`src/rtl/banked_sync_ram_if.sv`:
```
// banked_sync_ram_if: valid/ready request and fixed-latency response bus for banked_sync_ram
interface banked_sync_ram_if #(
    parameter int ADDR_WIDTH = 8,
    parameter int DATA_WIDTH = 8
);
    logic                  req_valid;
    logic                  req_ready;
    logic                  req_we;
    logic [ADDR_WIDTH-1:0] req_addr;
    logic [DATA_WIDTH-1:0] req_wdata;
    logic                  rsp_valid;
    logic [DATA_WIDTH-1:0] rsp_rdata;
    logic                  rsp_err;
    modport master (
        output req_valid, req_we, req_addr, req_wdata,
        input  req_ready, rsp_valid, rsp_rdata, rsp_err
    );
    modport slave (
        input  req_valid, req_we, req_addr, req_wdata,
        output req_ready, rsp_valid, rsp_rdata, rsp_err
    );
endinterface

```
`src/rtl/banked_sync_ram.sv`:
```
// banked_sync_ram: banked single-port RAM with post-reset clear sweep and 1-cycle read response.
// Define BANKED_RAM_PARITY_EN to store an even-parity bit per word and flag mismatches on rsp_err.
module banked_sync_ram #(
    parameter int ADDR_WIDTH = 8,
    parameter int DATA_WIDTH = 8,
    parameter int NUM_BANKS  = 4
) (
    input  logic             clk,
    input  logic             rst_n,
    banked_sync_ram_if.slave bus,
    output logic             init_done
);
    localparam int BANK_BITS = $clog2(NUM_BANKS);
    localparam int OFF_BITS  = ADDR_WIDTH - BANK_BITS;
    localparam int DEPTH     = 2 ** OFF_BITS;
`ifdef BANKED_RAM_PARITY_EN
    localparam int MEM_WIDTH = DATA_WIDTH + 1;
`else
    localparam int MEM_WIDTH = DATA_WIDTH;
`endif
    typedef enum logic {INIT, RUN} state_t;
    state_t                state, state_nxt;
    logic [OFF_BITS-1:0]   clr_ptr;
    logic [MEM_WIDTH-1:0]  mem [NUM_BANKS][DEPTH];
    logic [BANK_BITS-1:0]  bank;
    logic [OFF_BITS-1:0]   offset;
    logic [NUM_BANKS-1:0]  bank_sel;
    logic                  fire, wr_fire, rd_fire;
    logic [MEM_WIDTH-1:0]  wr_word, rd_word;
    assign bank     = bus.req_addr[ADDR_WIDTH-1 -: BANK_BITS];
    assign offset   = bus.req_addr[OFF_BITS-1:0];
    assign bank_sel = NUM_BANKS'(1) << bank;
    assign fire     = bus.req_valid & bus.req_ready;
    assign wr_fire  = fire & bus.req_we;
    assign rd_fire  = fire & ~bus.req_we;
    assign rd_word  = mem[bank][offset];
`ifdef BANKED_RAM_PARITY_EN
    assign wr_word = {^bus.req_wdata, bus.req_wdata};
`else
    assign wr_word = bus.req_wdata;
`endif
    always_ff @(posedge clk or negedge rst_n)
        if (!rst_n) state <= INIT;
        else        state <= state_nxt;
    always_comb state_nxt = (state == INIT && &clr_ptr) ? RUN : state;
    always_comb begin
        bus.req_ready = state == RUN;
        init_done     = state == RUN;
    end
    always_ff @(posedge clk or negedge rst_n)
        if (!rst_n)              clr_ptr <= '0;
        else if (state == INIT)  clr_ptr <= clr_ptr + 1'b1;
    // Sweep clears one offset in every bank at once; in RUN only the decoded bank is enabled
    always_ff @(posedge clk)
        for (int b = 0; b < NUM_BANKS; b++)
            if (state == INIT)                 mem[b][clr_ptr] <= '0;
            else if (wr_fire && bank_sel[b])   mem[b][offset]  <= wr_word;
    always_ff @(posedge clk or negedge rst_n)
        if (!rst_n) begin
            bus.rsp_valid <= 1'b0;
            bus.rsp_rdata <= '0;
        end else begin
            bus.rsp_valid <= rd_fire;
            if (rd_fire) bus.rsp_rdata <= rd_word[DATA_WIDTH-1:0];
        end
`ifdef BANKED_RAM_PARITY_EN
    // XOR over data plus stored parity is nonzero exactly when they disagree
    always_ff @(posedge clk or negedge rst_n)
        if (!rst_n) bus.rsp_err <= 1'b0;
        else        bus.rsp_err <= rd_fire & ^rd_word;
`else
    assign bus.rsp_err = 1'b0;
`endif
endmodule

```
`src/flat_wrapper.sv`:
```
// flat-port wrapper written by rule: the top's interface ports become plain ports
module banked_sync_ram_flat 
#(
    parameter int ADDR_WIDTH = 8,
    parameter int DATA_WIDTH = 8,
    parameter int NUM_BANKS  = 4
)
  (clk, rst_n, init_done, bus_req_valid, bus_req_we, bus_req_addr, bus_req_wdata, bus_req_ready, bus_rsp_valid, bus_rsp_rdata, bus_rsp_err);
  banked_sync_ram_if #(.ADDR_WIDTH(ADDR_WIDTH), .DATA_WIDTH(DATA_WIDTH)) bus_i ();
  input  logic clk;
  input  logic rst_n;
  output logic init_done;
  input wire logic [$bits(bus_i.req_valid)-1:0] bus_req_valid;
  input wire logic [$bits(bus_i.req_we)-1:0] bus_req_we;
  input wire logic [$bits(bus_i.req_addr)-1:0] bus_req_addr;
  input wire logic [$bits(bus_i.req_wdata)-1:0] bus_req_wdata;
  output wire logic [$bits(bus_i.req_ready)-1:0] bus_req_ready;
  output wire logic [$bits(bus_i.rsp_valid)-1:0] bus_rsp_valid;
  output wire logic [$bits(bus_i.rsp_rdata)-1:0] bus_rsp_rdata;
  output wire logic [$bits(bus_i.rsp_err)-1:0] bus_rsp_err;
  assign bus_i.req_valid = bus_req_valid;
  assign bus_i.req_we = bus_req_we;
  assign bus_i.req_addr = bus_req_addr;
  assign bus_i.req_wdata = bus_req_wdata;
  assign bus_req_ready = bus_i.req_ready;
  assign bus_rsp_valid = bus_i.rsp_valid;
  assign bus_rsp_rdata = bus_i.rsp_rdata;
  assign bus_rsp_err = bus_i.rsp_err;
  banked_sync_ram #(.ADDR_WIDTH(ADDR_WIDTH), .DATA_WIDTH(DATA_WIDTH), .NUM_BANKS(NUM_BANKS)) u_core (.clk(clk), .rst_n(rst_n), .bus(bus_i), .init_done(init_done));
endmodule
```
`config.mk`:
```
export PLATFORM = sky130hd
export DESIGN_NAME = banked_sync_ram_flat
export DESIGN_NICKNAME = d
export VERILOG_FILES = /design/src/rtl/banked_sync_ram_if.sv /design/src/rtl/banked_sync_ram.sv /design/src/flat_wrapper.sv
export SDC_FILE = /design/constraint.sdc
export NUM_CORES = 2
export LEC_CHECK = 0
export ABC_AREA = 1
export CELL_PAD_IN_SITES_DETAIL_PLACEMENT = 0
export CELL_PAD_IN_SITES_GLOBAL_PLACEMENT = 1
export CORE_MARGIN = 5
export CORE_UTILIZATION = 54
export DETAILED_ROUTE_END_ITERATION = 16
export PLACE_DENSITY_LB_ADDON = 0.1
export REMOVE_ABC_BUFFERS = 1
export SLEW_MARGIN = 20
export SYNTH_ARGS = -nofsm -noshare
export SYNTH_HDL_FRONTEND = slang
export SYNTH_SLANG_ARGS = --single-unit
```
`constraint.sdc`:
```
create_clock -name clk -period 3.6 [get_ports clk]
set_clock_uncertainty 0.15 [all_clocks]
set_input_delay 1.08 -clock clk [delete_from_list [all_inputs] [get_ports clk]]
set_output_delay 1.08 -clock clk [all_outputs]
set_load 0.02 [all_outputs]
```
======== After elaboration in Yosys (flattened, before gate mapping) ========
Memories as Yosys holds them, arrays and structs flattened.
Cells that the tools add are included.
cells by class
  $add $sub $neg .......................... 1
  multipliers ............................. 0
  divide/modulo/power cells ............... 0
  $lt $le $gt $ge ......................... 4
  equal/unequal tests ..................... 0
  shifts and indexed selects .............. 1
  mux-type cells .......................... 2,068
  bitwise operators ....................... 2,055
  reduce and logical (&&, ||, !) cells .... 8
operators by type and width
  cell                   count
  $mux W512              5
  $mux W1                2,056
  $or A1 B1 Y1           2,048
  $demux W8 S6           2
  $bmux W8 S6            1
  $mux W8                4
  $ge A7 B7 Y1 const B   2
  $lt A7 B1 Y1 const B   2
  $not A6 Y7             2
  $logic_and A1 B1 Y1    7
  $add A6 B1 Y6 const B  1
  $reduce_and A6 Y1      1
  $shl A1 B2 Y4 const A  1
  $and A1 B1 Y1          3
  $not A1 Y1             2
word-level totals
  flip-flop bits (word level) ............. 16
  bits in latches ......................... 0
  bits in writable memories ............... 2,048
  ROM bits ................................ 0
  input port bits ......................... 20
  output and inout bits ................... 12
  word-level logic and storage cells ...... 4,142
  memories ................................ 1
memory list
  name        depth  bits a word  rd ports  clocked after Yosys merged registers in  write ports  RTL line               RTL
  u_core.mem  4      512          1         0                                        4            banked_sync_ram.sv:24  logic [MEM_WIDTH-1:0] mem [NUM_BANKS][DEPTH];

======== Depth between registers and ports, before layout ========
  word-level depth ........................ 7
  gate-level depth with buffers ........... 18
  depth with buffers taken out ............ 15

======== Worst setup path before layout ========
Ideal clock, no wire load.
  kind .................................... input-to-reg
  start ................................... input bus_req_addr[6]
  end ..................................... memory u_core.mem[0][312] in the netlist's numbering, enable pin
  data arrival time ....................... 2.592 ns
  required time ........................... 3.121 ns
  path slack .............................. 0.529 ns
  cell stages on the path ................. 9
  path buffers ............................ 6
  cells stage by stage .................... buf_2 -> buf_4 -> buf_6 -> buf_2 -> nor3_1 -> buf_4 -> buf_2 -> nand2_1 -> nand2_1
RTL lines
  element      RTL line               RTL
  from (decl)  flat_wrapper.sv:15     input wire logic [$bits(bus_i.req_addr)-1:0] bus_req_addr;
  to (decl)    banked_sync_ram.sv:24

======== Worst setup path in the final report ========
  start ................................... register u_core.state, in the netlist u_core.bus.req_ready
  end ..................................... output bus_req_ready
RTL lines
  element                 RTL line               RTL
  from (decl)             banked_sync_ram.sv:22  state_t state, state_nxt;
  from (signal assigned)  banked_sync_ram.sv:44  else state <= state_nxt;
  to (decl)               flat_wrapper.sv:17     output wire logic [$bits(bus_i.req_ready)-1:0] bus_req_ready;
No word-level cell between the ends.

==> flow_summary.json <==
{
  "status": "finished clean",
  "switchingPower_uw": 12220,
  "antenna_found_initial": 3,
  "routed-via-count": 76057,
  "timing.final.crit_period_ps": 3523,
  "avgViaCountPerCell": 5.552,
  "drc": 0,
  "cp_num_buf_inv": 2,
  "drive_above_1_share": 0.1280,
  "worstHoldPathCells": 3,
  "power_uw": 52570,
  "synthCells": 10548,
  "core_area_um2": 175700,
  "die_w_um": 429.7,
  "track_usage": 0.3237,
  "maxSlewHeadroom": 0.3487,
  "reg2regPathDepth": 7,
  "grt_max_degree": 140,
  "fmax_mhz": 283.8,
  "start_util": 0.5412,
  "ioPinCount": 32,
  "critical_path_required_ps": 2370,
  "die-height_um": 429.7,
  "syn_to_final_growth_pct": 20.91,
  "slowest_stage": "clkdlybuf4s50_1",
  "grt.overflow.total": 0,
  "cp.arrival_ps": 2290,
  "drt-pass1-iter-count": 6,
  "async_flop_share": 0.007752,
  "clk_latency_ps": 850,
  "finalSetupTns_ps": 0,
  "rsz0062_at_grt": "no",
  "synth_area_per_cell_um2": 9.016,
  "hp-class": "reg2reg",
  "cts.path.max_buffers": 3,
  "cts_root_buf": "clkbuf_16",
  "ant_nets": 0,
  "dp_hpwl_mm": 207.6,
  "slew_violations": 0,
  "drt_iter0_drc": 8735,
  "setup.worst_path.class": "reg2out",
  "crit_chain": "buf_4 -> clkdlybuf4s50_1",
  "routabilityCongestion": 0.9623,
  "cp_max_fo": 9,
  "maxCapViolCount": 0,
  "h-tree-depth": 4,
  "synth-edff-count": 2048,
  "path_depth": 2,
  "yosys-top-cells-area": "edfxtp_1, nand2_1, nor2_1, nand3_1, clkbuf_1",
  "ys.flop_type": "edfxtp_1",
  "cts.clk_slew.worst_paths_ps": 60,
  "avgRoutedWirePerCell_um": 22.09,
  "fin_nets": 11198,
  "cts_setup_buffers": 0,
  "synth-seq-cells": 2064,
  "end_kind": "output port",
  "max_stage_delay_ps": 630,
  "grt_pass1_vias": 72757,
  "hold_viol": 0,
  "yosys_warnings": 0,
  "critPathTopFamily": "buffers and inverters",
  "synth_cell_type_count": 25,
  "vdd.ir_drop.worst_v": 0.0004964,
  "fin_crit_sh": 0.9786,
  "start_kind": "flip-flop",
  "rows": 154,
  "yosysSeqAreaShare": 0.6509,
  "clkSinkCount": 2064,
  "grt_pass1_wl_mm": 451.3,
  "clockPowerShare": 0.431,
  "synth.top_cell.area_share": 0.6467,
  "cts_buffers": 211,
  "io_buffers": 30,
  "p_per_area_nw_per_um2": 457.2,
  "tightest_slew_ps": 975.8,
  "tritoncts": "built",
  "floorplan.die_area_um2": 184600,
  "synth_top_area_cell": "edfxtp_1",
  "p_int_uw": 40360,
  "finalSetupViolCount": 0,
  "cts_resized": 0,
  "netlist_area_um2": 95100,
  "total_leakage_power_uw": 0.04644,
  "pwr-share-seq": 0.495,
  "combPwrFrac": 0.074,
  "swShare": 0.2324,
  "drt_wl_total_mm": 302.6,
  "hold_buffers": 0
}
-- synthesized netlist by cell type, types with 2 or more instances --
library cell  instances
a21oi_1               3
buf_1                54
buf_2               168
buf_4                24
clkbuf_1            407
dfrtp_1              16
edfxtp_1           2048
inv_1                40
inv_2                21
nand2_1            4874
nand2_2              16
nand3_1             411
nand4_1             148
nor2_1             2272
nor3_1               19
nor3_2                8
o21ai_0               2
or2_2                 9
xor2_1                2
-- worst min-delay path, cell delays in order (launching register included) --
cell and delay (ps):
dfrtp_1 340, or2_2 110, nand2_1 40, inv_1 40
-- layout make-up --
type | instances | area (um2)
Antenna cell | 2 | 5.005
Sequential cell | 2064 | 61900
Inverter | 62 | 307.8
Clock inverter | 158 | 1673
Fill cell | 14152 | 60740
Multi-Input combinational cell | 7768 | 30310
Tap cell | 2340 | 2928
Clock buffer | 235 | 5455
Timing Repair Buffer | 1070 | 12410
-- worst paths after layout --
check                                         from                 endpoint  slack, ps
max                           u_core.bus.req_ready            bus_req_ready         80
min                        u_core.bus.rsp_rdata[6]  u_core.bus.rsp_rdata[6]        410
max reg2reg                      u_core.clr_ptr[0]        u_core.mem[2][46]        620
min reg2reg                u_core.bus.rsp_rdata[6]  u_core.bus.rsp_rdata[6]        410
max in group asynchronous                    rst_n     u_core.bus.rsp_valid       2570
min in group asynchronous                    rst_n  u_core.bus.rsp_rdata[6]        450
-- state kept, by name, indices dropped and copies added, names as in the netlist --
register              cells
u_core.bus.req_ready      1
u_core.bus.rsp_valid      1
u_core.bus.rsp_rdata      8
u_core.clr_ptr            6
u_core.mem             2048
-- metal layers --
metal	GRT usage	share of wire
met3	0.04993	0.087
met2	0.5210	0.47
met1	0.4478	0.40
met5	0	0
met4	0.1253	0.042
-- layout by cell type (no fill, tap or decap), drive strengths merged --
cell type	n
clkinvlp	14
ha	1
clkdlybuf4s50	28
buf	1042
or2	9
clkbuf	235
dfrtp	16
conb	1
inv	70
clkinv	103
nand2	4890
nand3	411
nor3	27
xor2	2
edfxtp	2048
bufinv	33
nor4	1
a21oi	3
diode	2
nand4	148
o21ai	2
nor2	2273
-- stage by stage --
| stage | setup WS (ps) | cell area [um2] | std cells | hold slack [ps] | util |
|---|---|---|---|---|---|
| 3_5_place_dp | -383.2 | 107900 | 13304 | 391.5 | 0.6138 |
| 2_1_floorplan | -13800 | 92340 | 9894 | 387.1 | - |
| 3_3_place_gp | -367.8 | 107900 | 13304 | 407.4 | 0.6138 |
| 5_1_grt | 23.50 | 115000 | 13697 | 432.2 | 0.6543 |
| 6_report | 76.87 | 115000 | 13699 | 411.7 | 0.6544 |
| 4_1_cts | 15.14 | 115000 | 13697 | 398.1 | 0.6543 |
-- cell families after synthesis --
| kind of cell | count (synthesis) | share of synthesized area |
|---|---|---|
| buffers and inverters | 716 | 0.03150 |
| other | 1 | 0.00003943 |
| AND/OR/NAND/NOR | 7759 | 0.3170 |
| XOR/XNOR | 2 | 0.0001842 |
| AO/OA/AOI/OAI | 5 | 0.0002631 |
| flip-flops | 2064 | 0.6509 |
| adder cells (fa/ha/maj) | 1 | 0.0001315 |
-- power groups by stage --
stage                     clock (uW)  sequential, uW  combinational (uW)
after floorplan                    0           26500                2200
after global placement             0           26500                3850
after detailed placement           0           26500                3860
after CTS                      22800           26000                3870
after global routing           23900           26000                4210
final                          22700           26000                3920
No activity file was read; power rests on OpenSTA's default activity.
